===== config.mk =====
export PLATFORM = sky130hd
export DESIGN_NAME = instr_mem_loader
export DESIGN_NICKNAME = d
export VERILOG_FILES = /design/src/rtl/instr_mem_loader.sv
export SDC_FILE = /design/constraint.sdc
export NUM_CORES = 1
export LEC_CHECK = 0
export ABC_AREA = 0
export CORE_UTILIZATION = 45
export DETAILED_ROUTE_END_ITERATION = 8
export PLACE_DENSITY = 0.77
export REMOVE_ABC_BUFFERS = 1
export SYNTH_ARGS = -nofsm -noshare
export SYNTH_HDL_FRONTEND = slang
export SYNTH_SLANG_ARGS = --single-unit

===== constraint.sdc =====
create_clock -name clk -period 3.33 [get_ports clk]
set_input_delay 0.333 -clock clk [delete_from_list [all_inputs] [get_ports clk]]
set_output_delay 0.333 -clock clk [all_outputs]
set_load 0.02 [all_outputs]

===== src/rtl/instr_mem_loader.sv =====
// Packs decoded instruction fields into 16-bit words and writes them to consecutive
// instruction-memory addresses, one word per accept/write pair.
module instr_mem_loader #(
   parameter int unsigned ADDR_W = 16,
   parameter int unsigned CNT_W  = 16
) (
   input  logic              clk,
   input  logic              rst,
   input  logic              start,
   input  logic [ADDR_W-1:0] base_addr,
   input  logic [CNT_W-1:0]  word_count,
   input  logic              in_valid,
   output logic              in_ready,
   input  logic [1:0]        in_fmt,
   input  logic [7:0]        in_opcode,
   input  logic [3:0]        in_rdst,
   input  logic [3:0]        in_rsrc,
   input  logic [7:0]        in_imm,
   input  logic [7:0]        in_disp,
   input  logic [15:0]       in_raw,
   output logic [ADDR_W-1:0] mem_addr,
   output logic [15:0]       mem_wdata,
   output logic              mem_we,
   output logic              busy,
   output logic              done,
   output logic [CNT_W-1:0]  words_written
);

   typedef enum logic [1:0] {StIdle, StAccept, StWrite, StDone} state_e;

   state_e            state_q, state_d;
   logic [ADDR_W-1:0] addr_q, addr_d;
   logic [CNT_W-1:0]  rem_q, rem_d;
   logic [CNT_W-1:0]  ww_q, ww_d;
   logic [ADDR_W-1:0] mem_addr_q, mem_addr_d;
   logic [15:0]       mem_wdata_q, mem_wdata_d;
   logic [15:0]       enc_word;

   // Inverse of the instruction-register field split.
   always_comb begin
      enc_word = in_raw;
      unique case (in_fmt)
         2'd0:    enc_word = {in_opcode[7:4], in_rdst, in_opcode[3:0], in_rsrc};
         2'd1:    enc_word = {in_opcode[7:4], in_rdst, in_imm};
         2'd2:    enc_word = {in_opcode[7:4], in_rdst, in_disp};
         default: enc_word = in_raw;
      endcase
   end

   always_comb begin
      state_d     = state_q;
      addr_d      = addr_q;
      rem_d       = rem_q;
      ww_d        = ww_q;
      mem_addr_d  = mem_addr_q;
      mem_wdata_d = mem_wdata_q;
      unique case (state_q)
         StIdle: begin
            if (start) begin
               addr_d  = base_addr;
               rem_d   = word_count;
               ww_d    = '0;
               state_d = (word_count == '0) ? StDone : StAccept;
            end
         end
         StAccept: begin
            // Memory-side registers only move on accept so they hold between strobes.
            if (in_valid) begin
               mem_addr_d  = addr_q;
               mem_wdata_d = enc_word;
               state_d     = StWrite;
            end
         end
         StWrite: begin
            addr_d  = addr_q + ADDR_W'(1);
            rem_d   = rem_q - CNT_W'(1);
            ww_d    = ww_q + CNT_W'(1);
            state_d = (rem_q == CNT_W'(1)) ? StDone : StAccept;
         end
         StDone:  state_d = StIdle;
         default: state_d = StIdle;
      endcase
   end

   always_ff @(posedge clk or posedge rst) begin
      if (rst) begin
         state_q     <= StIdle;
         addr_q      <= '0;
         rem_q       <= '0;
         ww_q        <= '0;
         mem_addr_q  <= '0;
         mem_wdata_q <= '0;
      end else begin
         state_q     <= state_d;
         addr_q      <= addr_d;
         rem_q       <= rem_d;
         ww_q        <= ww_d;
         mem_addr_q  <= mem_addr_d;
         mem_wdata_q <= mem_wdata_d;
      end
   end

   assign in_ready      = (state_q == StAccept);
   assign mem_we        = (state_q == StWrite);
   assign busy          = (state_q == StAccept) || (state_q == StWrite);
   assign done          = (state_q == StDone);
   assign mem_addr      = mem_addr_q;
   assign mem_wdata     = mem_wdata_q;
   assign words_written = ww_q;

endmodule


==> flow_metrics.py, run 1 <==
metrics = {
    "power_and_ir_drop": {
        "power_density_over_the_cells_nw_per_um2": 828,
        "power.clock.fraction_pct": 15.2,
        "power.leakage_nw": 2.49,
        "peak_supply_drop_mv": 0.503,
        "seqPwrFrac_pct": 35.2,
        "switching_power_mw": 2.17,
        "p_sw_share_pct": 41.4,
        "pwr-share-comb_pct": 49.5,
        "p_int_mw": 3.08,
    },
    "global_routing": {
        "gr_util_met2_pct": 40.4,
        "met1_usage_pct": 33.1,
        "grtUsageTotal_pct": 24.6,
        "vias_in_the_first_global_route": 4172,
        "grt_most_used_layer": "met2",
        "grt_max_degree": 63,
        "global_route.usage.met3_pct": 4.41,
        "grt_antenna_before_repair": 0,
        "overflow": 0,
        "wire_length_of_the_first_global_routing_pass_mm": 21.2,
    },
    "clocking": {
        "ctsHtreeMaxLevel": 3,
        "ctsHoldBuffers": 0,
        "clkSlewWorstSetupHoldPaths_ps": 80,
        "cts.repair_timing.setup_buffer_count": 0,
        "cts-buffers-inserted": 9,
        "post_cts_resized": 0,
        "clkLatencyLatePin_ps": 350,
        "clock_sinks": 82,
        "clk_root_buffer_cell": "clkbuf_8",
        "clk_path_buf_depth": 2,
        "cts_tree": "built",
    },
    "finish": {
        "final_core_util_pct": 64.0,
        "layout_area_growth_over_synthesis_pct": 36.5,
        "filler_cell_count": 818,
        "antennaDiodeCount": 0,
        "num-nets-final": 692,
        "multi_input_area_um2": 2430,
        "register_area_um2": 2050,
        "final_non_filler_cells": 735,
        "layout-drive-gt1-share_pct": 10.3,
    },
    "detailed_routing": {
        "drt-pass1-iter-count": 5,
        "routed_wirelength_mm": 12.7,
        "drc": 0,
        "drt-initial-drc-count": 208,
        "final_ant_viol_nets": 0,
        "wl_per_cell_um": 17.3,
        "via_per_inst": 5.90,
        "num_vias": 4336,
    },
    "yosys": {
        "synth.avg_cell_area_um2": 9.77,
        "ys_seq_elements": 82,
        "synth_area_um2": 4650,
        "register_area_share_after_synthesis_pct": 44.1,
        "synth_cells": 476,
        "synthArstFlopShare_pct": 100,
        "yosys_warnings": 0,
        "synth_flop_cell": "dfrtp_1",
        "synth_edf_count": 0,
        "synth_cell_types": 52,
    },
    "timing": {
        "hold-worst-slack_ps": 490,
        "fin_crit_ps": 2540,
        "skew_ps": 9.20,
        "final.period_utilization_pct": 76.4,
        "peak_freq_mhz": 393,
        "report.final.hold_viol_count": 0,
        "finalMaxSlewViolations": 0,
        "rsz0062_at_grt": "no",
        "report.final.setup_viol": 0,
        "tightest_slew_ps": 1100,
        "timing.slew.headroom_pct": 26.7,
        "post-route-worst-setup-slack_ps": 786,
    },
    "flow_run": {
        "timing.max_cap.violations": 0,
    },
    "worst_hold_path": {
        "worst_hold_launch": "mem_wdata[15]",
        "timing.hold.worst_endpoint": "mem_wdata[15]",
        "worstHoldPathCells": 2,
        "worstHoldPathType": "reg -> reg",
    },
    "worst_setup_path": {
        "worst_case_register_to_register_setup_slack_ps": 910,
        "critPathSlowestCell": "clkdlybuf4s50_1",
        "cp_data_arrival_time_ps": 2210,
        "setup.worst_path.end_class": "primary output",
        "criticalPathCategory": "reg -> out",
        "worst_r2r_startpoint": "state_q[0]",
        "critPathRequiredTime_ps": 3000,
        "worst_path_largest_cell_delay_ps": 660,
        "r2r_end": "words_written[14]",
        "crit_path_cell_trace": "inv_1 -> ha_2 -> buf_4 -> clkdlybuf4s50_1",
        "worst_r2r_path_depth": 6,
        "worst_setup_path_start_kind": "register",
        "critical_path_peak_fanout": 31,
    },
    "die": {
        "ioPinCount": 138,
        "design.die.area_um2": 10700,
        "core_um2": 9910,
        "die_width_um": 104,
        "floorplan.rows": 36,
        "start_util_pct": 46.9,
        "die_y_um": 104,
    },
    "placed_design": {
        "detailed_place_hpwl_mm": 9.33,
        "portBuffers": 137,
        "finalWeightedCongestion": 0.889,
        "dp_worst_setup_slack_ps": 975,
        "dp_cells": 720,
    },
    "outcome": {
        "outcome": "finished, final reports clean",
    },
}
worst max-delay path by stage:
stage / start / end
after global placement: state_q[0] / words_written[12]
after global routing: state_q[0] / mem_we
after floorplan: state_q[0] / words_written[12]
after detailed placement: state_q[0] / words_written[14]
final: state_q[0] / mem_we
after CTS: state_q[0] / mem_we
cells by family after synthesis:
kind of cell	synth area share [%]
simple gates	18.1
fa+ha+maj	2.15
xor+xnor	1.13
flops	44.1
mux	13.6
buf+inv	3.77
compound gates	17.1
synthesized netlist by cell type, types with 4 or more instances:
master | instances | share of area (%)
ha_1 | 8 | 2.2
o211ai_1 | 4 | 0.65
mux2_2 | 25 | 6.1
o22a_1 | 9 | 1.7
o21ai_0 | 31 | 3.3
mux4_2 | 8 | 3.9
a21oi_1 | 34 | 3.7
or4_1 | 4 | 0.65
and3_1 | 7 | 0.94
a2bb2oi_1 | 4 | 0.75
or3_1 | 9 | 1.2
clkbuf_1 | 30 | 2.4
nor3_1 | 9 | 0.97
xnor2_1 | 5 | 0.94
mux2i_1 | 17 | 3.7
a221oi_1 | 4 | 0.75
dfrtp_1 | 82 | 44
nand4_1 | 11 | 1.5
o22ai_1 | 15 | 2.0
nand2_1 | 36 | 2.9
nand3_1 | 24 | 2.6
nor2_1 | 25 | 2.0
inv_1 | 11 | 0.89
nor4_1 | 9 | 1.2
cell usage in the layout, fill, tap and decap left out, drive strengths merged, types with 4 or more instances in the layout:
master         synthesis  layout
buf                    5       9
a221oi                 4       4
dfrtp                 82      82
nor3                   9       9
nor2                  25      25
nor4                   9       9
or3                    9       9
ha                     8       8
o22ai                 15      15
clkbuf                30      11
mux4                   8       8
clkdlybuf4s50          0     137
a21oi                 34      34
xnor2                  5       5
a2bb2oi                4       4
inv                   11      10
o21ai                 31      31
nand4                 11      11
mux2i                 17      17
nand3                 24      24
and3                   7       7
o22a                   9       9
mux2                  25      25
nand2                 36      36
o211ai                 4       4
or4                    4       4
worst max-delay path, delay by kind of cell (launching register included):
family	cells	cell delay [ps]
buffers and inverters	3	1120
adder cells (fa/ha/maj)	1	310
flip-flops	1	410
registers in the layout, summed over array words and instances, names as in the netlist:
signal         flops
words_written     16
mem_addr          16
state_q            2
mem_wdata         16
addr_q            16
rem_q             16
stage by stage:
| stage | total power, mW | instance area (um^2) | TNS [ps] |
|---|---|---|---|
| detailed placement | 4.46 | 6130 | 0 |
| global route | 5.61 | 6350 | 0 |
| floorplan | 3.37 | 4520 | -8790 |
| CTS | 5.27 | 6350 | 0 |
| global placement | 4.36 | 6130 | 0 |
| finish | 5.25 | 6350 | 0 |
power by group through the flow:
stage	combinational [mW]	sequential [mW]	clock (mW)
final	2.60	1.85	0.799
after global routing	2.83	1.92	0.853
after CTS	2.61	1.85	0.812
after detailed placement	2.59	1.87	0
after global placement	2.52	1.84	0
after floorplan	1.36	2.02	0
per-layer routing:
| layer | wire length, um | part of all wire, % |
|---|---|---|
| met5 | 0 | 0 |
| met4 | 214 | 1.7 |
| met3 | 546 | 4.3 |
| met2 | 6340 | 50 |
| met1 | 5600 | 44 |
layout make-up:
cell class	instances	share of cell area (%)
Multi-Input combinational cell	348	38.3
Sequential cell	82	32.3
Timing Repair Buffer	146	22.7
Tap cell	133	2.62
Clock buffer	11	2.23
Clock inverter	4	1.20
Inverter	11	0.670
Note: power is estimated with default switching activity, not from simulation.
==> run 2: changes to the inputs <==
--- a/config.mk
+++ b/config.mk
@@ -6,7 +6,7 @@
 export NUM_CORES = 1
 export LEC_CHECK = 0
 export ABC_AREA = 0
-export CORE_UTILIZATION = 45
+export CORE_UTILIZATION = 43
 export DETAILED_ROUTE_END_ITERATION = 8
 export PLACE_DENSITY = 0.77
 export REMOVE_ABC_BUFFERS = 1
==> constraint.sdc (replaced) <==
create_clock -name clk -period 2.3 [get_ports clk]
set_input_delay 0.23 -clock clk [delete_from_list [all_inputs] [get_ports clk]]
set_output_delay 0.23 -clock clk [all_outputs]
set_load 0.02 [all_outputs]
==> run 2 against run 1 <==
Compared with the run above: non-clock buffer count is 9 higher; die area is 4.6% higher; worst setup slack worse by 610 ps; highest routed layer unchanged.
==> flow_metrics.py, run 2 (synthesis results as in run 1) <==
metrics = {
    "clocking": {
        "cts-buffers-inserted": 9,
        "clk_root_buffer_cell": "clkbuf_8",
        "clkLatencyLatePin_ps": 360,
        "clk_path_buf_depth": 2,
        "clkSlewWorstSetupHoldPaths_ps": 80,
        "ctsHoldBuffers": 0,
        "ctsHtreeMaxLevel": 3,
        "clock_sinks": 82,
        "cts_tree": "built",
    },
    "placed_design": {
        "finalWeightedCongestion": 0.836,
        "detailed_place_hpwl_mm": 9.75,
        "portBuffers": 137,
        "placed_cell_area_um2": 6220,
    },
    "die": {
        "die_width_um": 106,
        "start_util_pct": 44.6,
        "ioPinCount": 138,
        "die_y_um": 106,
        "floorplan.rows": 37,
        "core_um2": 10400,
        "design.die.area_um2": 11200,
    },
    "timing": {
        "rsz0062_at_grt": "no",
        "report.final.setup_viol": 0,
        "report.final.hold_viol_count": 0,
        "peak_freq_mhz": 470,
        "tightest_slew_ps": 556,
        "fin_crit_ps": 2130,
        "timing.slew.headroom_pct": 62.9,
        "finalMaxSlewViolations": 0,
        "final.period_utilization_pct": 92.5,
        "skew_ps": 11.5,
        "fin_setup_tns_ps": 0,
    },
    "worst_setup_path": {
        "critPathSlowestCell": "or4b_4",
        "worst_r2r_startpoint": "state_q[0]",
        "cp_data_arrival_time_ps": 2410,
        "worst_setup_path_start_kind": "register",
        "timing.critical_path.max_delay_family": "simple AND/OR/NAND/NOR gates",
        "critical_path_peak_fanout": 8,
        "crit_path_cell_trace": "inv_1 -> ha_1 -> mux2i_2 -> or4b_4 -> or3_1 -> a21oi_1",
        "cp-startpoint": "state_q[0]",
        "endpoint": "words_written[10]",
        "r2r_end": "words_written[10]",
        "critPathRequiredTime_ps": 2580,
        "critical_path.n_buffers_inverters": 1,
        "levels_on_crit_path": 6,
        "criticalPathCategory": "reg -> reg",
        "worst_path_largest_cell_delay_ps": 600,
        "setup.worst_path.end_class": "register",
        "worst_case_register_to_register_setup_slack_ps": 170,
        "worst_r2r_path_depth": 6,
    },
    "power_and_ir_drop": {
        "peak_supply_drop_mv": 0.651,
        "power_density_over_the_cells_nw_per_um2": 1170,
        "power.leakage_nw": 2.52,
        "total_power_mw": 7.48,
    },
    "detailed_routing": {
        "drc": 0,
        "drt-initial-drc-count": 298,
        "drt-pass1-iter-count": 5,
        "wl_per_cell_um": 17.7,
        "final_ant_viol_nets": 0,
        "via_per_inst": 5.85,
        "num_vias": 4374,
        "routed_wirelength_mm": 13.2,
    },
    "global_routing": {
        "grtUsageTotal_pct": 24.3,
        "grt_antenna_before_repair": 0,
        "vias_in_the_first_global_route": 4233,
        "wire_length_of_the_first_global_routing_pass_mm": 21.4,
        "grt_max_degree": 73,
        "overflow": 0,
    },
    "finish": {
        "mostFrequentLayoutCells": "clkdlybuf4s50_1 (136), dfrtp_1 (82), nand2_1 (36)",
        "final_area_um2": 6400,
        "antennaDiodeCount": 0,
        "layout-drive-gt1-share_pct": 11.8,
        "num-nets-final": 701,
        "layout.cells.most_common": "clkdlybuf4s50_1",
        "layout_area_growth_over_synthesis_pct": 37.6,
    },
    "flow_run": {
        "timing.max_cap.violations": 0,
    },
    "outcome": {
        "outcome": "finished, final reports clean",
    },
    "worst_hold_path": {
        "worstHoldPathType": "in -> async",
    },
}
[run 2: worst min-delay path by stage]
stage,start,end,slack [ps],depth (start not counted)
after floorplan,base_addr[1],addr_q[1],390,2
after global placement,mem_wdata[8],mem_wdata[8],470,2
after detailed placement,mem_wdata[13],mem_wdata[13],470,2
after CTS,rst,mem_wdata[3],240,2
after global routing,rst,mem_wdata[6],260,2
final,rst,mem_wdata[6],220,2
[run 2: routing by layer]
| metal | track usage (%) | part of all wire [%] |
|---|---|---|
| met3 | 4.35 | 4.8 |
| met1 | 31.9 | 41 |
| met4 | 9.62 | 2.6 |
| met5 | 0 | 0 |
| met2 | 40.0 | 51 |
[run 2: cell type report]
type,count,area (um^2)
clock buffers,12,145
clock inverters,4,27.5
fillers,881,4020
inverters,11,42.5
multi-input cells,348,2430
flip-flops and latches,82,2050
well taps,136,170
repair buffers,155,1530
[run 2: timing repair]
item,in CTS,in global routing
resized for setup,1,1
hold endpoints to repair,0,0
buffers inserted,0,0
setup endpoints to repair,1,3
[run 2: stage by stage]
| stage | utilization, % | hold slack, ps | std cells | setup WS [ps] |
|---|---|---|---|---|
| 2_1_floorplan | - | 387 | 441 | -1940 |
| 3_3_place_gp | 59.8 | 466 | 732 | 156 |
| 3_5_place_dp | 59.8 | 472 | 732 | 80.1 |
| 4_1_cts | 61.4 | 237 | 748 | 71.6 |
| 5_1_grt | 61.4 | 257 | 748 | 59.7 |
| 6_report | 61.4 | 221 | 748 | 173 |
[run 2: report_power, final]
group | leakage (nW) | internal (mW) | switching, mW
clock network | 0.0786 | 0.421 | 0.520
registers | 0.982 | 2.05 | 0.617
logic | 1.46 | 1.83 | 2.04
total | 2.52 | 4.30 | 3.18
==> run 3: changes to the inputs <==
--- a/config.mk
+++ b/config.mk
@@ -13,3 +13,4 @@
 export SYNTH_ARGS = -nofsm -noshare
 export SYNTH_HDL_FRONTEND = slang
 export SYNTH_SLANG_ARGS = --single-unit
+export TNS_END_PERCENT = 100
==> results of run 3 <==
Final layout, timing and power as in run 2 (identical DEF).
